$ cat src/rtl/counter_pkg.sv
// Shared definitions for the counter seek controller.
//   DEFAULT_WIDTH : default counter width (position wraps modulo 2**width)
//   state_t       : controller FSM encoding
//   mod_up_dist   : distance from pos up to target, modulo 2**width
package counter_pkg;

  localparam int DEFAULT_WIDTH = 3;

  typedef enum logic [1:0] {
    IDLE = 2'b00,
    MOVE = 2'b01,
    DONE = 2'b10
  } state_t;

  // Counting upward from pos, the number of steps needed to land on target.
  // The arguments are 32-bit so that any counter width can share one helper.
  function automatic int unsigned mod_up_dist(input int unsigned target,
                                              input int unsigned pos,
                                              input int unsigned width);
    int unsigned mask;
    mask = (32'd1 << width) - 32'd1;
    return (target - pos) & mask;
  endfunction

endpackage

$ cat src/rtl/updown_counter_en.sv
// Modulo up/down counter with enable.
//   clock   : rising-edge clock
//   reset_n : asynchronous active-low reset, clears count to 0
//   enable  : step on this edge when high
//   m       : direction, 1 = up, 0 = down (wraps modulo 2**WIDTH)
//   count   : registered counter value
module updown_counter_en #(
  parameter int WIDTH = 3
) (
  input  logic             clock,
  input  logic             reset_n,
  input  logic             enable,
  input  logic             m,
  output logic [WIDTH-1:0] count
);

  // NOTE: sequential state uses non-blocking assignments so every register
  // samples its inputs from the same pre-edge values.
  always_ff @(posedge clock or negedge reset_n) begin
    if (!reset_n) begin
      count <= '0;
    end else if (enable) begin
      count <= m ? count + WIDTH'(1) : count - WIDTH'(1);
    end
  end

endmodule

$ cat src/rtl/counter_seek_ctrl.sv
// Seek sequencer: arbitrates two clients round-robin, then drives a shared
// up/down counter to the granted target along the shortest modular path.
//   clock, reset_n            : clock and asynchronous active-low reset
//   req_valid[1:0]            : requester i has a target pending
//   req_target0/req_target1   : targets of requesters 0 and 1
//   req_ready[1:0]            : requester i's target accepted this cycle
//   position                  : current counter value (registered)
//   dir_m                     : direction in use, 1 = up, 0 = down
//   busy                      : controller is not IDLE
//   done / done_id            : one-cycle arrival pulse and served requester
module counter_seek_ctrl
  import counter_pkg::*;
#(
  parameter int WIDTH = DEFAULT_WIDTH
) (
  input  logic             clock,
  input  logic             reset_n,
  input  logic [1:0]       req_valid,
  input  logic [WIDTH-1:0] req_target0,
  input  logic [WIDTH-1:0] req_target1,
  output logic [1:0]       req_ready,
  output logic [WIDTH-1:0] position,
  output logic             dir_m,
  output logic             busy,
  output logic             done,
  output logic             done_id
);

  // Half the ring; a distance of exactly half is resolved upward.
  localparam int unsigned HALF = 32'd1 << (WIDTH - 1);

  state_t           state, state_nxt;
  logic [WIDTH-1:0] target_q;
  logic             id_q;
  logic             last_grant;

  logic             grant;
  logic [WIDTH-1:0] grant_target;
  int unsigned      up_dist;
  logic [WIDTH-1:0] step_pos;
  logic             take;

  // Round-robin: on contention the requester not served last time wins.
  always_comb begin
    grant        = (req_valid == 2'b11) ? ~last_grant : req_valid[1];
    grant_target = grant ? req_target1 : req_target0;
    up_dist      = mod_up_dist(32'(grant_target), 32'(position), unsigned'(WIDTH));
    // Value the counter will hold after this edge's step.
    step_pos     = dir_m ? position + WIDTH'(1) : position - WIDTH'(1);
    take         = (state == IDLE) && (req_valid != 2'b00);
  end

  // NOTE: every signal written here gets a default first, so no path can
  // leave it unassigned and infer a latch.
  always_comb begin
    state_nxt = state;
    req_ready = 2'b00;
    unique case (state)
      IDLE: if (take) state_nxt = (up_dist == 0) ? DONE : MOVE;
      MOVE: if (step_pos == target_q) state_nxt = DONE;
      DONE: state_nxt = IDLE;
      default: state_nxt = IDLE;
    endcase
    // Held off during reset so nothing is offered while the block is cleared.
    if (take && reset_n) req_ready[grant] = 1'b1;
    busy    = (state != IDLE);
    done    = (state == DONE);
    done_id = done ? id_q : 1'b0;
  end

  always_ff @(posedge clock or negedge reset_n) begin
    if (!reset_n) begin
      state      <= IDLE;
      target_q   <= '0;
      id_q       <= 1'b0;
      last_grant <= 1'b1;
      dir_m      <= 1'b1;
    end else begin
      state <= state_nxt;
      if (take) begin
        target_q <= grant_target;
        id_q     <= grant;
        // Zero distance means no move, so the previous direction is kept.
        if (up_dist != 0) dir_m <= (up_dist <= HALF);
      end
      if (state == DONE) last_grant <= id_q;
    end
  end

  updown_counter_en #(.WIDTH(WIDTH)) u_counter (
    .clock  (clock),
    .reset_n(reset_n),
    .enable (state == MOVE),
    .m      (dir_m),
    .count  (position)
  );

endmodule
$ cat config.mk
export PLATFORM = sky130hd
export DESIGN_NAME = counter_seek_ctrl
export DESIGN_NICKNAME = d
export VERILOG_FILES = /design/src/rtl/counter_pkg.sv /design/src/rtl/updown_counter_en.sv /design/src/rtl/counter_seek_ctrl.sv
export SDC_FILE = /design/constraint.sdc
export NUM_CORES = 1
export LEC_CHECK = 0
export BUFFER_PORTS_ARGS = -buffer_cell sky130_fd_sc_hd__buf_2
export CORE_AREA = 5 5 44 49
export DETAILED_ROUTE_END_ITERATION = 7
export DIE_AREA = 0 0 49 54
export PLACE_DENSITY = 0.71
export SKIP_CTS_REPAIR_TIMING = 1
export SYNTH_ARGS = -nofsm -noshare
export SYNTH_HDL_FRONTEND = slang
export SYNTH_SLANG_ARGS = --single-unit
$ cat constraint.sdc
create_clock -name clock -period 2.2 [get_ports clock]
set_input_delay 0.11 -clock clock [delete_from_list [all_inputs] [get_ports clock]]
set_output_delay 0.11 -clock clock [all_outputs]
set_load 0.01 [all_outputs]
==> results of run 1 <==
## worst max-delay path: stages, from the launching register on
cell	delay, ns
dfstp_2	0.38
a21boi_4	0.18
mux2_2	0.38
ha_1	0.31
a21oi_1	0.15
xnor3_2	0.32
o32ai_2	0.25
## power by group through the flow
stage               logic, uW  clock network [uW]  registers, uW
floorplan                 568                   0            419
global placement          738                   0            415
detailed placement        748                   0            422
CTS                       755                 147            420
global route              841                 161            433
finish                    747                 140            416
## registers in the layout (all words and copies together) (netlist names)
signal and count:
target_q 3, u_counter.count 3, state 2, dir_m 1
id_q 1, last_grant 1
## cells by family (layout without fill, tap and decap cells)
group,Yosys count,after routing,share of synthesized area (%)
AOI/OAI and AO/OA,11,11,14.3
xor gates and xnor gates,8,8,12.7
adders and majority gates,3,3,6.70
buffers and inverters,7,31,3.91
DFF,11,11,41.3
muxes,5,5,9.87
and+or+nand+nor,14,14,11.2
## metal layers
| metal | share of wire, % | global-route usage, % | up-vias | wire length, um |
|---|---|---|---|---|
| met1 | 41 | 12.2 | 225 | 549 |
| met2 | 52 | 20.7 | 12 | 698 |
| met3 | 4.2 | 3.05 | 4 | 57 |
| met5 | 0 | 0 | - | 0 |
| met4 | 2.9 | 10.8 | 0 | 39 |
| li1 | - | - | 249 | - |
## cell type report
| type | instances | area, um2 | share of cell area, % |
|---|---|---|---|
| Multi-Input combinational cell | 41 | 368 | 44.2 |
| Sequential cell | 11 | 278 | 33.4 |
| Timing Repair Buffer | 21 | 115 | 13.8 |
| Clock buffer | 4 | 26.3 | 3.16 |
| Inverter | 6 | 22.5 | 2.71 |
| Tap cell | 18 | 22.5 | 2.71 |
## layout by cell type (no fill, tap or decap), types with 3 or more instances in the layout
cell,count
xor2_1,3
buf_2,18
o21ai_0,4
nor2_1,3
dfrtp_1,9
nand2_1,4
inv_1,6
xnor2_1,4
mux2_2,3
clkbuf_4,3
## metrics by stage
step           setup slack, ns  cell area (um2)
3_3_place_gp            0.0947              788
2_1_floorplan            0.156              672
4_1_cts                 0.0469              815
6_report                 0.147              832
3_5_place_dp            0.0541              788
5_1_grt                 0.0137              832
## worst paths after layout
check                               startpoint          end  slack, ns  depth (start not counted)
max in group asynchronous              reset_n   last_grant       1.69                          2
worst max register to register      last_grant     state[1]       0.15                          6
worst min register to register     target_q[2]  target_q[2]       0.51                          2
min in group asynchronous              reset_n     state[1]       0.24                          2
worst min-delay path            req_target0[2]  target_q[2]       0.18                          3
worst max-delay path                last_grant     state[1]       0.15                          6
==> impl_metrics.json, run 1 <==
{
  "status": "complete, no violations",
  "dr.pass1.iters": 3,
  "critPathCaptureType": "register",
  "pwr-share-comb_pct": 57.3,
  "vdd_ir_drop_max_mv": 0.712,
  "routed_via_density": 4.85,
  "yosysMostFrequentCell": "dfrtp_1",
  "avgSynthCellArea_um2": 11.4,
  "grt_max_degree": 14,
  "async_flop_share_pct": 100,
  "setup_violations": 0,
  "instances_no_fill": 101,
  "yosys.cell_types.count": 28,
  "io_pins": 19,
  "critPathLaunchType": "register",
  "clk_pin_slew_ns": 0.07,
  "syn_inst": 59,
  "period_needed_ns": 2.05,
  "rsz0062_at_grt": "no",
  "hold_slack_ns": 0.179,
  "synth_top_area_share_pct": 33.5,
  "fmax_mhz": 487,
  "nets": 97,
  "synthFlopType": "dfrtp_1",
  "clk_latency_ns": 0.27,
  "timing.setup.tns_ns": 0,
  "postRouteAntennaNets": 0,
  "p_per_area_nw_per_um2": 1570,
  "die_w_um": 49,
  "drv_slew": 0,
  "cts_tree": "done",
  "drc_errors": 0,
  "area_growth_pct": 23.8,
  "p_seq_share_pct": 31.9,
  "vias": 490,
  "synth_area_um2": 672,
  "total_power_uw": 1300,
  "finalHoldViolCount": 0,
  "initial_utilization_pct": 40.0,
  "grt_use_total_pct": 12.0,
  "clockBufferDepth": 2,
  "syn-num-nets": 72,
  "sw_frac_of_total_pct": 41.6,
  "path_class": "reg -> reg",
  "rows": 16,
  "grt_first_pass_wirelength_mm": 2.28,
  "synth-edff-count": 0,
  "period_share_pct": 93.3,
  "power.leakage_uw": 0.000410,
  "worstHoldPathType": "in -> reg",
  "gp_congestion": 0.710,
  "worst_pin_slew_ns": 0.277,
  "yosys-top-cells-count": "9 x dfrtp_1, 6 x inv_1, 4 x nand2_1, 4 x o21ai_0, 4 x xnor2_1",
  "root_buffer": "clkbuf_4",
  "finClkSkew_ns": 0.00441,
  "arrival_ns": 2.24,
  "p_switching_uw": 542,
  "crit_fanout": 5,
  "yosysTopAreaCell": "dfrtp_1",
  "dpl.hpwl_mm": 1.05,
  "globalRouteOverflowTotal": 0,
  "clkPwrFrac_pct": 10.8,
  "nFillCells": 172,
  "grt_pass1_vias": 520,
  "port_buffers": 18,
  "ys_seq_area_share_pct": 41.3,
  "p_int_uw": 761,
  "ys_seq_elements": 11,
  "die_y_um": 54,
  "antenna_found_initial": 0,
  "yosysWarnings": 0,
  "insertedDiodeCount": 0,
  "yosys-top-cells-area": "dfrtp_1 34%, dfstp_2 7.8%, xnor2_1 5.2%",
  "maxCapViolCount": 0,
  "core_area_um2": 1680,
  "htreeDepth": 1,
  "cts_num_sinks": 11,
  "dp.cells": 95,
  "slew_headroom_pct": 81.6,
  "drt_iter0_drc": 5,
  "drt-total-wl_mm": 1.34,
  "wl_per_cell_um": 13.3,
  "required_ns": 2.38,
  "final_util_pct": 49.5,
  "cts-buffers-inserted": 3,
  "drive_above_1_share_pct": 43.4,
  "die_area_um2": 2650
}
Note: power is estimated with default switching activity, not from simulation.
==> run 2: changes to the inputs <==
PLACE_DENSITY = 0.77   (was 0.71)
==> run 2 against run 1 <==
Net effect:
- power down 0.62%
- combinational power about the same
- setup slack worse by 0.030 ns
- final area unchanged
- first-iteration DRC count down 40%
- die area unchanged
- cell count unchanged
- non-clock buffer count unchanged
- via count up 3.7%
- critical path type unchanged
==> impl_metrics.json, run 2 (synthesis gave the netlist of run 1 again) <==
{
  "status": "complete, no violations",
  "wl_per_cell_um": 13.0,
  "drive_above_1_share_pct": 43.4,
  "grt_first_pass_wirelength_mm": 1.90,
  "postRouteAntennaNets": 0,
  "critPathLaunchType": "register",
  "initial_utilization_pct": 40.0,
  "drt-total-wl_mm": 1.31,
  "globalRouteOverflowTotal": 0,
  "setup_slack_ns": 0.117,
  "crit_fanout": 5,
  "required_ns": 2.29,
  "dr.pass1.iters": 4,
  "vias": 508,
  "rsz0062_at_grt": "no",
  "setup_violations": 0,
  "met1_usage_pct": 10.9,
  "place_ws_ns": 0.0126,
  "drc_errors": 0,
  "cts_num_sinks": 11,
  "grt_pass1_vias": 446,
  "grt_max_degree": 14,
  "slew_headroom_pct": 17.3,
  "rows": 16,
  "total_power_uw": 1290,
  "drv_slew": 0,
  "die_w_um": 49,
  "clockBufferDepth": 2,
  "grtUsageMet2_pct": 16.1,
  "area_growth_pct": 23.8,
  "final_util_pct": 49.5,
  "die_y_um": 54,
  "period_needed_ns": 2.08,
  "vdd_ir_drop_max_mv": 0.768,
  "htreeDepth": 1,
  "finalHoldViolCount": 0,
  "core_area_um2": 1680,
  "nets": 97,
  "use_met3_pct": 1.66,
  "clk_pin_slew_ns": 0.07,
  "layout_common_cells": "18 x buf_2, 9 x dfrtp_1, 6 x inv_1",
  "routed_via_density": 5.03,
  "root_buffer": "clkbuf_4",
  "drt_iter0_drc": 3,
  "arrival_ns": 2.18,
  "die_area_um2": 2650,
  "port_buffers": 18,
  "instances_no_fill": 101,
  "period_share_pct": 94.7,
  "dp.cells": 94,
  "io_pins": 19,
  "dpl.hpwl_mm": 1.02,
  "insertedDiodeCount": 0,
  "antenna_found_initial": 0,
  "finClkSkew_ns": 0.00501,
  "fmax_mhz": 480,
  "grt_use_total_pct": 9.65,
  "layout_commonest_cell": "buf_2",
  "maxCapViolCount": 0,
  "p_per_area_nw_per_um2": 1560,
  "largest_registers": "target_q x3, u_counter.count x3, state x2",
  "cts-buffers-inserted": 3,
  "worst_pin_slew_ns": 1.23,
  "critPathCaptureType": "register",
  "worstHoldPathType": "in -> reg",
  "path_class": "reg -> reg",
  "clk_latency_ns": 0.27,
  "hold_slack_ns": 0.166,
  "gp_congestion": 0.732,
  "top_usage_layer": "met2",
  "power.leakage_uw": 0.000411,
  "cts_tree": "done"
}
[run 2: cell counts in the layout (fill, tap and decap cells not counted)]
Identical to the previous run, type by type.
[run 2: critical path: stages, from the launching register on]
cell and delay (ns):
dfstp_2 0.38, a21boi_4 0.17, mux2_2 0.37, ha_1 0.32, a21oi_1 0.15, xnor3_2 0.31
nor2_1 0.12, o22ai_1 0.09
[run 2: stage by stage]
step	instance area, um2	TNS [ns]
after floorplan	672	0
after global placement	781	0
after detailed placement	781	0
after CTS	807	-0.00411
after global routing	832	0
final	832	0
[run 2: area by class of cell]
class	instances	area, um2
multi-input cells	41	368
repair buffers	21	115
flip-flops and latches	11	278
well taps	18	22.5
inverters	6	22.5
fillers	167	850
clock buffers	4	26.3
[run 2: routing by layer]
metal  share of wire [%]  vias to the layer above
met5                   0                        -
li1                    -                      250
met4                 1.8                        0
met1                  43                      239
met3                 5.1                        4
met2                  50                       15
[run 2: power breakdown]
part | internal, uW | switching, uW
registers | 320 | 90.8
logic | 364 | 381
clock network | 70.2 | 67.8
total | 755 | 540
[run 2: final timing paths]
check                                    from            endpoint  slack, ns  depth (start not counted)
min in group asynchronous             reset_n            state[0]       0.26                          2
max in group asynchronous             reset_n          last_grant       1.66                          2
max reg2reg                        last_grant            state[0]       0.12                          7
min reg2reg                u_counter.count[1]  u_counter.count[1]       0.51                          2
min                            req_target0[2]         target_q[2]       0.17                          3
max                                last_grant            state[0]       0.12                          7
==> run 3: changes to the inputs <==
CORE_AREA = 5 5 48 54   (was 5 5 44 49)
DIE_AREA = 0 0 53 59   (was 0 0 49 54)
PLACE_DENSITY = 0.66   (was 0.77)
==> run 3 against run 2 <==
Net effect:
- utilization shrank 6.0 points
- cell count grew 12%
- flip-flop and latch count is the same
- hold slack gained 0.0084 ns
- final area grew 3.3%
- register-to-register slack gained 0.02 ns
- critical path depth shrank 1
- routed wire length grew 11%
- clock power is essentially flat
- setup slack gained 0.022 ns
- sequential share of layout area shrank 1.1 points
- clock skew shrank 0.0027 ns
==> impl_metrics.json, run 3 (synthesis gave the netlist of run 1 again) <==
{
  "root_buffer": "clkbuf_4",
  "dr.pass1.iters": 4,
  "dp.cells": 105,
  "critical_path.cell_chain": "a21boi_4 -> mux2_2 -> ha_1 -> a21oi_1 -> xnor3_2 -> o32ai_2",
  "arrival_ns": 2.24,
  "drt-total-wl_mm": 1.45,
  "vdd_ir_drop_max_mv": 0.767,
  "instances_no_fill": 113,
  "cts_tree": "done",
  "initial_utilization_pct": 34.0,
  "io_pins": 19,
  "port_buffers": 18,
  "grt_max_degree": 14,
  "grt_use_total_pct": 10.3,
  "insertedDiodeCount": 0,
  "die_w_um": 53,
  "worstHoldPathType": "in -> reg",
  "grt_first_pass_wirelength_mm": 2.30,
  "clkPwrFrac_pct": 10.6,
  "timing.setup.tns_ns": 0,
  "rsz0062_at_grt": "no",
  "dpl.hpwl_mm": 1.13,
  "sw_frac_of_total_pct": 42.0,
  "ff2ff_path_depth": 6,
  "p_switching_uw": 556,
  "area_growth_pct": 27.9,
  "p_seq_share_pct": 31.5,
  "cts-buffers-inserted": 3,
  "path_class": "reg -> reg",
  "slew_headroom_pct": 80.9,
  "cts_num_sinks": 11,
  "grt_pass1_vias": 500,
  "finalHoldViolCount": 0,
  "setup.reg_to_reg.worst_slack_ns": 0.14,
  "largest_registers": "target_q x3, u_counter.count x3, state x2",
  "critPathLaunchType": "register",
  "pwr-share-comb_pct": 58.0,
  "drt_iter0_drc": 3,
  "cpMaxStageDelayCell": "dfstp_2",
  "period_needed_ns": 2.06,
  "critPathCaptureType": "register",
  "worst_pin_slew_ns": 0.286,
  "layout_common_cells": "18 x buf_2, 9 x dfrtp_1, 6 x inv_1",
  "layout_commonest_cell": "buf_2",
  "clk_pin_slew_ns": 0.07,
  "nets": 99,
  "required_ns": 2.38,
  "p_per_area_nw_per_um2": 1540,
  "clk_latency_ns": 0.27,
  "drv_slew": 0,
  "antenna_found_initial": 0,
  "wl_per_cell_um": 12.8,
  "maxCapViolCount": 0,
  "die_area_um2": 3130,
  "core_area_um2": 1980,
  "finClkSkew_ns": 0.00232,
  "rows": 17,
  "drc_errors": 0,
  "r2r-end": "state[1]",
  "clockBufferDepth": 2,
  "postRouteAntennaNets": 0,
  "die_y_um": 59,
  "status": "complete, no violations",
  "setup_violations": 0,
  "endpoint": "state[1]",
  "startpoint": "last_grant",
  "worstHoldStart": "req_target0[2]",
  "vias": 513,
  "regToRegStartpoint": "last_grant",
  "hold_slack_ns": 0.175,
  "globalRouteOverflowTotal": 0,
  "drive_above_1_share_pct": 44.7,
  "htreeDepth": 1,
  "gp_congestion": 0.729,
  "routed_via_density": 4.54,
  "period_share_pct": 93.7,
  "crit_fanout": 5,
  "critical_path.max_stage_delay_ns": 0.38,
  "fmax_mhz": 485,
  "power.leakage_uw": 0.000420,
  "p_int_uw": 767
}
run 3: cell types whose count changed in the layout (fill, tap and decap cells not counted), sizes merged:
cell / before / now
buf: 20 / 22
run 3: critical path, delay by kind of cell (launching register included):
family | cells | cell delay [ns]
flops | 1 | 0.38
compound gates | 3 | 0.59
fa+ha+maj | 1 | 0.31
mux | 1 | 0.37
xor+xnor | 1 | 0.32
run 3: cell type report:
cell class | instances | area (um2)
Multi-Input combinational cell | 41 | 368
Fill cell | 211 | 1120
Sequential cell | 11 | 278
Timing Repair Buffer | 23 | 130
Tap cell | 28 | 35.0
Inverter | 6 | 22.5
Clock buffer | 4 | 26.3
run 3: worst min path at each step:
stage / end / cells after the start
floorplan: id_q / 0
global placement: id_q / 1
detailed placement: id_q / 1
CTS: state[1] / 1
global route: target_q[2] / 3
finish: target_q[2] / 3
run 3: power groups by stage:
stage / clock [uW] / sequential (uW) / combinational [uW]
detailed placement: 0 / 422 / 761
floorplan: 0 / 419 / 568
CTS: 147 / 419 / 765
finish: 140 / 416 / 766
global route: 157 / 433 / 838
global placement: 0 / 416 / 742
run 3: stage by stage:
stage | setup WS (ns) | area, um2 | total power [uW] | util (%)
after floorplan | 0.156 | 672 | 987 | -
after global placement | 0.0960 | 801 | 1160 | 40.5
after detailed placement | 0.0356 | 801 | 1180 | 40.5
after CTS | 0.0153 | 827 | 1330 | 41.8
after global routing | 0.0179 | 860 | 1430 | 43.5
final | 0.138 | 860 | 1320 | 43.5
run 3: routing by layer:
metal  part of all wire, %  vias to the layer above  track usage [%]
li1                      -                      254                -
met1                    42                      244             12.0
met2                    52                       13             16.8
met3                   4.9                        2             3.02
met4                   1.2                        0             5.47
met5                     0                        -                0
